[config.mk]
export PLATFORM = sky130hd
export DESIGN_NAME = axis_fifo_sync_prog_flat
export DESIGN_NICKNAME = d
export VERILOG_FILES = /design/src/rtl/axis_fifo_sync_prog_if.sv /design/src/rtl/axis_fifo_sync_prog.sv /design/src/flat_wrapper.sv
export SDC_FILE = /design/constraint.sdc
export NUM_CORES = 1
export LEC_CHECK = 0
export BUFFER_PORTS_ARGS = -buffer_cell sky130_fd_sc_hd__buf_4
export CAP_MARGIN = 20
export CORE_MARGIN = 2
export CORE_UTILIZATION = 60
export DETAILED_ROUTE_END_ITERATION = 10
export PLACE_DENSITY = 0.78
export SYNTH_ARGS = -nofsm -noshare
export SYNTH_HDL_FRONTEND = slang
export SYNTH_SLANG_ARGS = --single-unit
export TNS_END_PERCENT = 30
[constraint.sdc]
create_clock -name aclk -period 13.6 [get_ports aclk]
set_input_delay 0 -clock aclk [delete_from_list [all_inputs] [get_ports aclk]]
set_output_delay 0 -clock aclk [all_outputs]
set_load 0.1 [all_outputs]
[src/rtl/axis_fifo_sync_prog_if.sv]
// AXI-Stream handshake bundle shared by both sides of axis_fifo_sync_prog.
// tlast is present only when AXIS_FIFO_SYNC_PROG_TLAST_EN is defined.
interface axis_fifo_sync_prog_if #(
    parameter int DATA_WIDTH = 32
);
    logic [DATA_WIDTH-1:0] tdata;
    logic                  tvalid;
    logic                  tready;
`ifdef AXIS_FIFO_SYNC_PROG_TLAST_EN
    logic                  tlast;

    modport master (output tdata, output tvalid, output tlast, input  tready);
    modport slave  (input  tdata, input  tvalid, input  tlast, output tready);
`else
    modport master (output tdata, output tvalid, input  tready);
    modport slave  (input  tdata, input  tvalid, output tready);
`endif
endinterface

[src/rtl/axis_fifo_sync_prog.sv]
// Synchronous first-word-fall-through AXI-Stream FIFO with programmable thresholds,
// sticky overflow/underflow flags and flush. Define AXIS_FIFO_SYNC_PROG_TLAST_EN for tlast/packet_count.
module axis_fifo_sync_prog #(
    parameter int    DATA_WIDTH          = 32,
    parameter int    DEPTH               = 16,
    parameter int    ALMOST_FULL_THRESH  = DEPTH - 2,
    parameter int    ALMOST_EMPTY_THRESH = 2,
    parameter string ALWAYS_READY        = "FALSE",
    parameter string ALWAYS_VALID        = "FALSE",
    localparam int   CW                  = $clog2(DEPTH) + 1
) (
    input  logic                  aclk,
    input  logic                  aresetn,
    input  logic                  flush,
    input  logic                  clear_flags,
    output logic [CW-1:0]         count,
    output logic                  empty,
    output logic                  full,
    output logic                  almost_empty,
    output logic                  almost_full,
    output logic                  overflow_sticky,
    output logic                  underflow_sticky,
`ifdef AXIS_FIFO_SYNC_PROG_TLAST_EN
    output logic [CW-1:0]         packet_count,
`endif
    axis_fifo_sync_prog_if.slave  s_axis,
    axis_fifo_sync_prog_if.master m_axis
);

    localparam int AW = $clog2(DEPTH);
`ifdef AXIS_FIFO_SYNC_PROG_TLAST_EN
    localparam int MW = DATA_WIDTH + 1;
`else
    localparam int MW = DATA_WIDTH;
`endif
    localparam bit            AR    = (ALWAYS_READY == "TRUE");
    localparam bit            AV    = (ALWAYS_VALID == "TRUE");
    localparam logic [CW-1:0] AF_TH = CW'(ALMOST_FULL_THRESH);
    localparam logic [CW-1:0] AE_TH = CW'(ALMOST_EMPTY_THRESH);
    localparam logic [CW-1:0] FULL_CNT = CW'(DEPTH);

    logic [MW-1:0] mem [DEPTH];
    logic [CW-1:0] wr_ptr;
    logic [CW-1:0] rd_ptr;
    logic [MW-1:0] wr_word;
    logic [MW-1:0] rd_word;
    logic          wr_en;
    logic          rd_en;
    logic          ovf_set;
    logic          udf_set;

    // Status is derived purely from the registered pointers.
    assign count        = wr_ptr - rd_ptr;
    assign empty        = (count == '0);
    assign full         = (count == FULL_CNT);
    assign almost_empty = (count <= AE_TH);
    assign almost_full  = (count >= AF_TH);

    assign wr_en   = s_axis.tvalid && !full && !flush;
    assign rd_en   = m_axis.tready && !empty && !flush;
    assign ovf_set = AR && s_axis.tvalid && full && !flush;
    assign udf_set = AV && m_axis.tready && empty && !flush;

`ifdef AXIS_FIFO_SYNC_PROG_TLAST_EN
    assign wr_word = {s_axis.tlast, s_axis.tdata};
`else
    assign wr_word = s_axis.tdata;
`endif
    assign rd_word = mem[rd_ptr[AW-1:0]];

    assign s_axis.tready = AR ? 1'b1 : !full;
    assign m_axis.tvalid = AV ? 1'b1 : !empty;
    assign m_axis.tdata  = (AV && empty) ? '0 : rd_word[DATA_WIDTH-1:0];
`ifdef AXIS_FIFO_SYNC_PROG_TLAST_EN
    assign m_axis.tlast  = (AV && empty) ? 1'b0 : rd_word[DATA_WIDTH];
`endif

    // Storage carries no reset: contents are meaningless once the pointers are cleared.
    always_ff @(posedge aclk) begin
        if (wr_en) begin
            mem[wr_ptr[AW-1:0]] <= wr_word;
        end
    end

    always_ff @(posedge aclk or negedge aresetn) begin
        if (!aresetn) begin
            wr_ptr <= '0;
            rd_ptr <= '0;
        end else if (flush) begin
            wr_ptr <= '0;
            rd_ptr <= '0;
        end else begin
            if (wr_en) begin
                wr_ptr <= wr_ptr + CW'(1);
            end
            if (rd_en) begin
                rd_ptr <= rd_ptr + CW'(1);
            end
        end
    end

    // A new error event wins over a clear arriving in the same cycle.
    always_ff @(posedge aclk or negedge aresetn) begin
        if (!aresetn) begin
            overflow_sticky  <= 1'b0;
            underflow_sticky <= 1'b0;
        end else begin
            if (ovf_set) begin
                overflow_sticky <= 1'b1;
            end else if (clear_flags) begin
                overflow_sticky <= 1'b0;
            end
            if (udf_set) begin
                underflow_sticky <= 1'b1;
            end else if (clear_flags) begin
                underflow_sticky <= 1'b0;
            end
        end
    end

`ifdef AXIS_FIFO_SYNC_PROG_TLAST_EN
    logic pkt_in;
    logic pkt_out;

    assign pkt_in  = wr_en && s_axis.tlast;
    assign pkt_out = rd_en && rd_word[DATA_WIDTH];

    always_ff @(posedge aclk or negedge aresetn) begin
        if (!aresetn) begin
            packet_count <= '0;
        end else if (flush) begin
            packet_count <= '0;
        end else begin
            case ({pkt_in, pkt_out})
                2'b10:   packet_count <= packet_count + CW'(1);
                2'b01:   packet_count <= packet_count - CW'(1);
                default: packet_count <= packet_count;
            endcase
        end
    end
`endif

endmodule

[src/flat_wrapper.sv]
// flat-port wrapper written by rule: the top's interface ports become plain ports
module axis_fifo_sync_prog_flat 
#(
    parameter int    DATA_WIDTH          = 32,
    parameter int    DEPTH               = 16,
    parameter int    ALMOST_FULL_THRESH  = DEPTH - 2,
    parameter int    ALMOST_EMPTY_THRESH = 2,
    parameter string ALWAYS_READY        = "     ",
    parameter string ALWAYS_VALID        = "     ",
    localparam int   CW                  = $clog2(DEPTH) + 1
)
  (aclk, aresetn, flush, clear_flags, count, empty, full, almost_empty, almost_full, overflow_sticky, underflow_sticky, s_axis_tdata, s_axis_tvalid, s_axis_tready, m_axis_tdata, m_axis_tvalid, m_axis_tready);
  axis_fifo_sync_prog_if #(.DATA_WIDTH(DATA_WIDTH)) s_axis_i ();
  axis_fifo_sync_prog_if #(.DATA_WIDTH(DATA_WIDTH)) m_axis_i ();
  input  logic aclk;
  input  logic aresetn;
  input  logic flush;
  input  logic clear_flags;
  output logic [CW-1:0] count;
  output logic empty;
  output logic full;
  output logic almost_empty;
  output logic almost_full;
  output logic overflow_sticky;
  output logic underflow_sticky;
  input wire logic [$bits(s_axis_i.tdata)-1:0] s_axis_tdata;
  input wire logic [$bits(s_axis_i.tvalid)-1:0] s_axis_tvalid;
  output wire logic [$bits(s_axis_i.tready)-1:0] s_axis_tready;
  output wire logic [$bits(m_axis_i.tdata)-1:0] m_axis_tdata;
  output wire logic [$bits(m_axis_i.tvalid)-1:0] m_axis_tvalid;
  input wire logic [$bits(m_axis_i.tready)-1:0] m_axis_tready;
  assign s_axis_i.tdata = s_axis_tdata;
  assign s_axis_i.tvalid = s_axis_tvalid;
  assign s_axis_tready = s_axis_i.tready;
  assign m_axis_tdata = m_axis_i.tdata;
  assign m_axis_tvalid = m_axis_i.tvalid;
  assign m_axis_i.tready = m_axis_tready;
  axis_fifo_sync_prog #(.DATA_WIDTH(DATA_WIDTH), .DEPTH(DEPTH), .ALMOST_FULL_THRESH(ALMOST_FULL_THRESH), .ALMOST_EMPTY_THRESH(ALMOST_EMPTY_THRESH), .ALWAYS_READY(ALWAYS_READY), .ALWAYS_VALID(ALWAYS_VALID)) u_core (.aclk(aclk), .aresetn(aresetn), .flush(flush), .clear_flags(clear_flags), .count(count), .empty(empty), .full(full), .almost_empty(almost_empty), .almost_full(almost_full), .overflow_sticky(overflow_sticky), .underflow_sticky(underflow_sticky), .s_axis(s_axis_i), .m_axis(m_axis_i));
endmodule
==> run summary, run 1 <==
Delay-heaviest family, CP: simple AND/OR/NAND/NOR gates
Synth Instances: 1007
Synth Area in Simple Gates: 4.724%
Latest clock arrival within the worst-skew pair: 550 ps
Mux cell area share after synthesis: 14.62%
WL per Instance: 26.34 µm
Drt first-iter violations: 1257
Crit Path Max Fanout: 46
Core ar.: 33620 µm²
Slew HR: 31.45%
Initial antenna violation count: 0
Final ANT Viol Nets: 0
Post-route minimum period: 4658 ps
Initial Util: 60.99%
Post-synthesis cell type count: 45
Compound-cell area share of the yosys netlist: 1.782%
Nets@finish: 1202
Setup Skew: 8.889 ps
Final Cycle Share: 34.25%
Setup crit end kind: flop
Drt pass-1 iters: 5
Routed vias: 10.37k
Clk buf depth: 3
Total grt overflow: 0
Ant. Diodes: 0
PostCTS Resize Cnt: 0
Hold Crit Class: input pin to flop
Pin count of the biggest net entering global routing: 71
Fraction of registers with async set/reset: 1.916%
Peak supply drop: 0.0002577 V
Worst Path Arrival: 4850 ps
Hold path depth: 2
Area growth, synth to finish: 15.52%
CP Launch Type: flop
Vias per cell: 6.325
Post-synth top flop: edfxtp_1
Seq cells post-synth: 522
Worst-path clk slew: 70 ps
TritonCTS buffer count: 50
Seq/Total Area, Yosys: 76.21%
Adder-Cell Fraction of Synth Area: 0.6469%
Vias in the first global route: 10.73k
Kind of critical path: flop to flop
Xor/xnor share of the synthesized area: 0.3906%
CTS H-Tree Depth: 2
Slew Viols, Final: 0
Crit-path slowest cell: nor3_2
Die Ht: 188.9 µm
Critical path depth: 8
Unrepaired setup endpoints after global routing: false
Cell Pwr Density: 195.1 nW/µm²
Reg2reg path depth: 8
Yosys warns: 0
Final setup viols: 0
Worst endpoint required time: 13790 ps
Slew @ Worst Pin: 1023 ps
HPWL Detailed: 21.58 mm
Routability cong.: 0.8136
Detailed Route WL: 43.21 mm
Crit path buf inv count: 1
Port Buf Inserts: 79
DRC Markers: 0
Setup bufs post-CTS: 0
Syn Std Cell Area: 20500 µm²
Largest family of logic cells by synthesized area: multiplexers
Max stage delay on crit path: 910 ps
Die Area: 35660 µm²
CP cell instances: ha_1 -> fa_1 -> xnor2_4 -> nor2_1 -> mux2i_1 -> o21ai_4 -> nor3_2 -> buf_4
Max frequency: 214.7 MHz
First-pass GRT wire length: 66.19 mm
Die Wd: 188.9 µm
Status: finished clean
Max Cap Viol: 0
Leak pwr: 7.692 nW
EDFF count, synth: 512
Root buf cell: clkbuf_16
Row cnt: 67
Fillers: 1943
Io pins: 83
Placed Area: 21720 µm²
Fin. Hold Viols: 0
Fraction of layout cells with a size suffix above 1: 28.36%
CTS sink count: 522
CTS tree: built
Setup TNS: 0 ps
Final instance area: 23680 µm²
Syn_area_per_cell: 20.36 µm²
GRT Util Overall: 25.05%
cells in the final DEF, fill, tap and decap left out, drive strengths merged, types with 2 or more instances in the layout:
cell type	n
a21oi	7
nor3	8
dfrtp	10
a31oi	32
inv	16
clkinv	25
mux2i	2
a2111oi	2
and3	32
nor2b	4
o31ai	2
nand2	137
nand4	3
edfxtp	512
conb	2
o2111ai	2
nor4	9
mux4	128
dlygate4sd3	41
clkbuf	60
nor2	14
xor2	3
a21boi	2
bufinv	3
mux2	8
ha	9
buf	110
metal layers:
metal | track usage, % | routed length, µm | vias to the layer above | share of wire (%)
met5 | 0 | 0 | - | 0
met4 | 6.731 | 947 | 0 | 2.2
met3 | 3.818 | 3541 | 75 | 8.2
met2 | 40.21 | 21190 | 562 | 49
met1 | 36.95 | 17530 | 5361 | 41
li1 | - | - | 4375 | -
through the flow:
step / hold WS [ps] / total power, mW / util, % / setup WS [ps] / std cells
3_5_place_dp: -156.3 / 3.362 / 64.61 / 8899 / 1507
2_1_floorplan: -295.6 / 3.066 / - / 7342 / 1008
3_3_place_gp: -155.0 / 3.350 / 64.61 / 8968 / 1507
4_1_cts: 256.9 / 4.650 / 70.39 / 8763 / 1638
5_1_grt: 294.5 / 4.774 / 70.45 / 8652 / 1640
6_report: 283.3 / 4.620 / 70.45 / 8942 / 1640
cells in the mapped netlist, types with 2 or more instances:
master,n,share of area (%)
nor3_1,7,0.17
dfrtp_1,10,1.2
buf_2,7,0.17
mux4_2,128,14
a31oi_1,32,0.98
o31ai_1,2,0.073
clkbuf_1,36,0.66
clkinv_1,2,0.037
mux2i_1,2,0.098
nor2_1,14,0.26
nor4_1,4,0.12
and3_1,32,0.98
edfxtp_1,512,75
buf_4,11,0.40
buf_1,2,0.037
nor2b_1,4,0.12
nor4_2,5,0.31
o2111ai_1,2,0.085
nand2_1,137,2.5
mux2_1,7,0.38
ha_1,9,0.55
nand4_1,3,0.092
a21oi_1,6,0.15
inv_1,12,0.22
cell type report:
cell class	instances	area [µm²]	share of cell area [%]
Clock inverter	30	221.5	0.9351
Clock buffer	60	1310	5.531
Tap cell	448	560.5	2.367
Sequential cell	522	15640	66.03
Multi-Input combinational cell	414	4652	19.64
Inverter	15	58.81	0.2483
Timing Repair Buffer	151	1244	5.251
power breakdown:
part,internal [mW],switching [mW]
combinational,0.443,1.00
clock,0.742,0.562
sequential,1.80,0.0693
registers in the layout, summed over array words and instances (netlist names):
register,count
u_core.rd_ptr,5
u_core.wr_ptr,5
u_core.mem,512
cells by family (layout without fill, tap and decap cells):
family	after synthesis	count (layout)
muxes	138	138
and+or+nand+nor	211	211
AOI/OAI and AO/OA	49	49
buffers and inverters	72	256
xor gates and xnor gates	4	4
adders and majority gates	10	10
other	1	2
DFF	522	522
timing repair:
action / CTS / global route
endpoints found under the hold margin: 532 / 0
hold buffers: 41 / 0
setup endpoints to repair: 0 / 0
final timing paths:
check,start,endpoint,slack (ps)
max,u_core.rd_ptr[0],u_core.mem[12][20],8940
min,s_axis_tdata[11],u_core.mem[2][11],280
max reg2reg,u_core.rd_ptr[0],u_core.mem[12][20],8940
min reg2reg,u_core.rd_ptr[4],u_core.rd_ptr[4],690
max in group asynchronous,aresetn,u_core.rd_ptr[1],12730
min in group asynchronous,aresetn,u_core.wr_ptr[0],490
Note: power is estimated with default switching activity, not from simulation.
==> inputs of run 2 (changes only) <==
Settings changed: ABC_AREA from default to 1.
Clock period 13.6 ns to 4.87 ns, I/O delays scaled along.
==> run 2 against run 1 <==
Hold slack got worse by 210 ps. Via count grew 30%. Flip-flop and latch count did not move. Clock-buffer cell count increased by 6. Cell area grew 0.89%. Synthesized cell count is 59% higher. Wire length up 9.6%. Clock power increased to 2.7 times the previous value.
==> run summary, run 2 <==
Final ANT Viol Nets: 0 (unchanged)
Seq/Total Area, Yosys: 74.70% (was 76.21%)
Max reg flops: 512 (unchanged)
Drt pass-1 iters: 6 (was 5)
Slew @ Worst Pin: 968.3 ps (was 1023 ps)
Initial antenna violation count: 0 (unchanged)
Post-synth top flop: edfxtp_1 (unchanged)
Root buf cell: clkbuf_16 (unchanged)
Io pins: 83 (unchanged)
Yosys warns: 0 (unchanged)
Peak supply drop: 0.0005147 V (was 0.0002577 V)
Top post-synthesis cells by count: 512 x edfxtp_1, 333 x nor2_1, 210 x o21ai_0 (was 512 x edfxtp_1, 137 x nand2_1, 128 x mux4_2)
EDFF count, synth: 512 (unchanged)
Max frequency: 261.1 MHz (was 214.7 MHz)
Routability cong.: 0.8037 (was 0.8136)
Final setup viols: 0 (unchanged)
Pin count of the biggest net entering global routing: 157 (was 71)
Post-route minimum period: 3830 ps (was 4658 ps)
Share of Yosys cell area claimed by the top area cell type: 73.51% (was 74.99%)
Setup TNS: 0 ps (unchanged)
Clk buf depth: 3 (unchanged)
Vias in the first global route: 13.27k (was 10.73k)
Area growth, synth to finish: 14.24% (was 15.52%)
Synth area leader: edfxtp_1 (unchanged)
Slew Viols, Final: 0 (unchanged)
First-pass GRT wire length: 72.52 mm (was 66.19 mm)
Commonest cells after routing, fill and taps aside: 512 x edfxtp_1, 326 x nor2_1, 210 x o21ai_0 (was 512 x edfxtp_1, 137 x nand2_1, 128 x mux4_2)
Fin. Hold Viols: 0 (unchanged)
DRC Markers: 0 (unchanged)
Status: finished clean (unchanged)
Syn_area_per_cell: 13.03 µm² (was 20.36 µm²)
Worst Path Arrival: 4080 ps (was 4850 ps)
Drt first-iter violations: 1603 (was 1257)
Fraction of registers with async set/reset: 1.916% (unchanged)
Die Wd: 190.7 µm (was 188.9 µm)
Setup crit end kind: flop (unchanged)
Core Util, Final: 69.35% (was 70.45%)
Post-synthesis cell type count: 32 (was 45)
Seq cells post-synth: 522 (unchanged)
Hold Crit Class: input pin to flop (unchanged)
GRT Util Overall: 26.19% (was 25.05%)
CTS tree: built (unchanged)
Syn Std Cell Area: 20920 µm² (was 20500 µm²)
Vias per cell: 6.147 (was 6.325)
Ant. Diodes: 0 (unchanged)
Count leader, synth: edfxtp_1 (unchanged)
TritonCTS buffer count: 50 (unchanged)
Latest clock arrival within the worst-skew pair: 560 ps (was 550 ps)
CTS sink count: 522 (unchanged)
Total grt overflow: 0 (unchanged)
Core ar.: 34460 µm² (was 33620 µm²)
Routed vias: 13.48k (was 10.37k)
Post-route worst setup slack: 1040 ps (was 8942 ps)
PostCTS Resize Cnt: 0 (unchanged)
Nets@finish: 1751 (was 1202)
Crit Path Max Fanout: 61 (was 46)
Commonest non-fill, non-tap cell in the layout: edfxtp_1 (unchanged)
Die Area: 36370 µm² (was 35660 µm²)
Initial Util: 60.70% (was 60.99%)
Cell Pwr Density: 554.7 nW/µm² (was 195.1 nW/µm²)
Final Cycle Share: 78.65% (was 34.25%)
Setup Skew: 18.82 ps (was 8.889 ps)
Placed Area: 21990 µm² (was 21720 µm²)
Fraction of layout cells with a size suffix above 1: 11.92% (was 28.36%)
Leak pwr: 8.012 nW (was 7.692 nW)
Synth Instances: 1605 (was 1007)
HPWL Detailed: 24.88 mm (was 21.58 mm)
Post-Place Worst Slack: 1063 ps (was 8899 ps)
Row cnt: 68 (was 67)
Final instance area: 23900 µm² (was 23680 µm²)
Synth area leaders: edfxtp_1 74%, nor2_1 6.0%, o21ai_0 5.0%, o211ai_1 2.3%, nand2_1 2.0% (was edfxtp_1 75%, mux4_2 14%, nand2_1 2.5%, dfrtp_1 1.2%, a31oi_1 0.98%)
Detailed Route WL: 47.37 mm (was 43.21 mm)
Port Buf Inserts: 79 (unchanged)
Die Ht: 190.7 µm (was 188.9 µm)
Kind of critical path: flop to flop (unchanged)
WL per Instance: 21.61 µm (was 26.34 µm)
Max Cap Viol: 0 (unchanged)
Slew HR: 35.44% (was 31.45%)
CTS H-Tree Depth: 2 (unchanged)
WHS: 76.54 ps (was 283.3 ps)
Unrepaired setup endpoints after global routing: false (unchanged)
Worst-path clk slew: 60 ps (was 70 ps)
Worst endpoint required time: 5120 ps (was 13790 ps)
CP Launch Type: flop (unchanged)
Setup bufs post-CTS: 0 (unchanged)
==> run 2: cell types whose count changed after synthesis, sizes merged, moves of 27 or more <==
cell,previous run,this run
nor2,14,344
o21ai,1,257
mux4,128,0
nand3,1,81
o211ai,0,64
o22ai,0,64
a31oi,32,0
and3,32,0
nand2,137,110
==> run 2: layout make-up <==
cell class | count | area, µm²
Sequential cell | 522 | 15630
Clock buffer | 66 | 1333
Timing Repair Buffer | 151 | 1384
Fill cell | 2246 | 10560
Tap cell | 455 | 569.3
Inverter | 24 | 95.09
Clock inverter | 20 | 127.6
Multi-Input combinational cell | 954 | 4753
==> run 2: what timing repair did <==
item | 4_1_cts | 5_1_grt
endpoints found under the setup margin | 0 | 0
hold buffers | 36 | 0
endpoints found under the hold margin | 532 | 0
==> run 2: per-layer routing <==
layer,GRT usage (%),routed length (µm)
met1,34.61,19060
met2,44.69,23640
met3,4.030,3450
met4,9.034,1216
met5,0,0
==> run 2: path summary, 6_finish.rpt <==
check,to,start,cells after the start,slack (ps)
max,u_core.mem[14][17],u_core.rd_ptr[0],10,1040
min,u_core.rd_ptr[0],flush,4,80
max reg2reg,u_core.mem[14][17],u_core.rd_ptr[0],10,1040
min reg2reg,u_core.rd_ptr[3],u_core.rd_ptr[3],2,610
max in group asynchronous,u_core.rd_ptr[0],aresetn,3,4000
min in group asynchronous,u_core.rd_ptr[3],aresetn,3,490
==> run 2: report_power, final <==
group / switching [mW] / total, mW / internal (mW)
Clock: 1.56 / 3.52 / 1.97
Combinational: 3.50 / 4.54 / 1.04
Sequential: 0.159 / 5.19 / 5.03
==> run 2: cell families (layout without fill, tap and decap cells) <==
family | Yosys count | count (layout) | synth area share (%)
buffers and inverters | 130 | 261 | 3.111
XOR/XNOR | 9 | 9 | 0.4128
other | 1 | 2 | 0.01793
flip-flops | 522 | 522 | 74.70
AND/OR/NAND/NOR | 547 | 547 | 10.74
adder cells (fa/ha/maj) | 10 | 10 | 0.6341
AO/OA/AOI/OAI | 386 | 386 | 10.38
==> run 2: worst max-delay path: stages, from the launching register on <==
cell,delay [ps]
dfrtp_4,740
ha_1,350
fa_1,440
nor2_1,130
nor2_1,60
nand2_1,50
nand2_1,130
nand3_4,160
nand3_4,400
nor2_4,780
buf_12,270
==> run 2: per-stage QoR <==
step | std cells | total power [mW]
2_1_floorplan | 1606 | 8.780
3_3_place_gp | 2067 | 9.651
3_5_place_dp | 2067 | 9.754
4_1_cts | 2189 | 13.25
5_1_grt | 2192 | 13.76
6_report | 2192 | 13.25
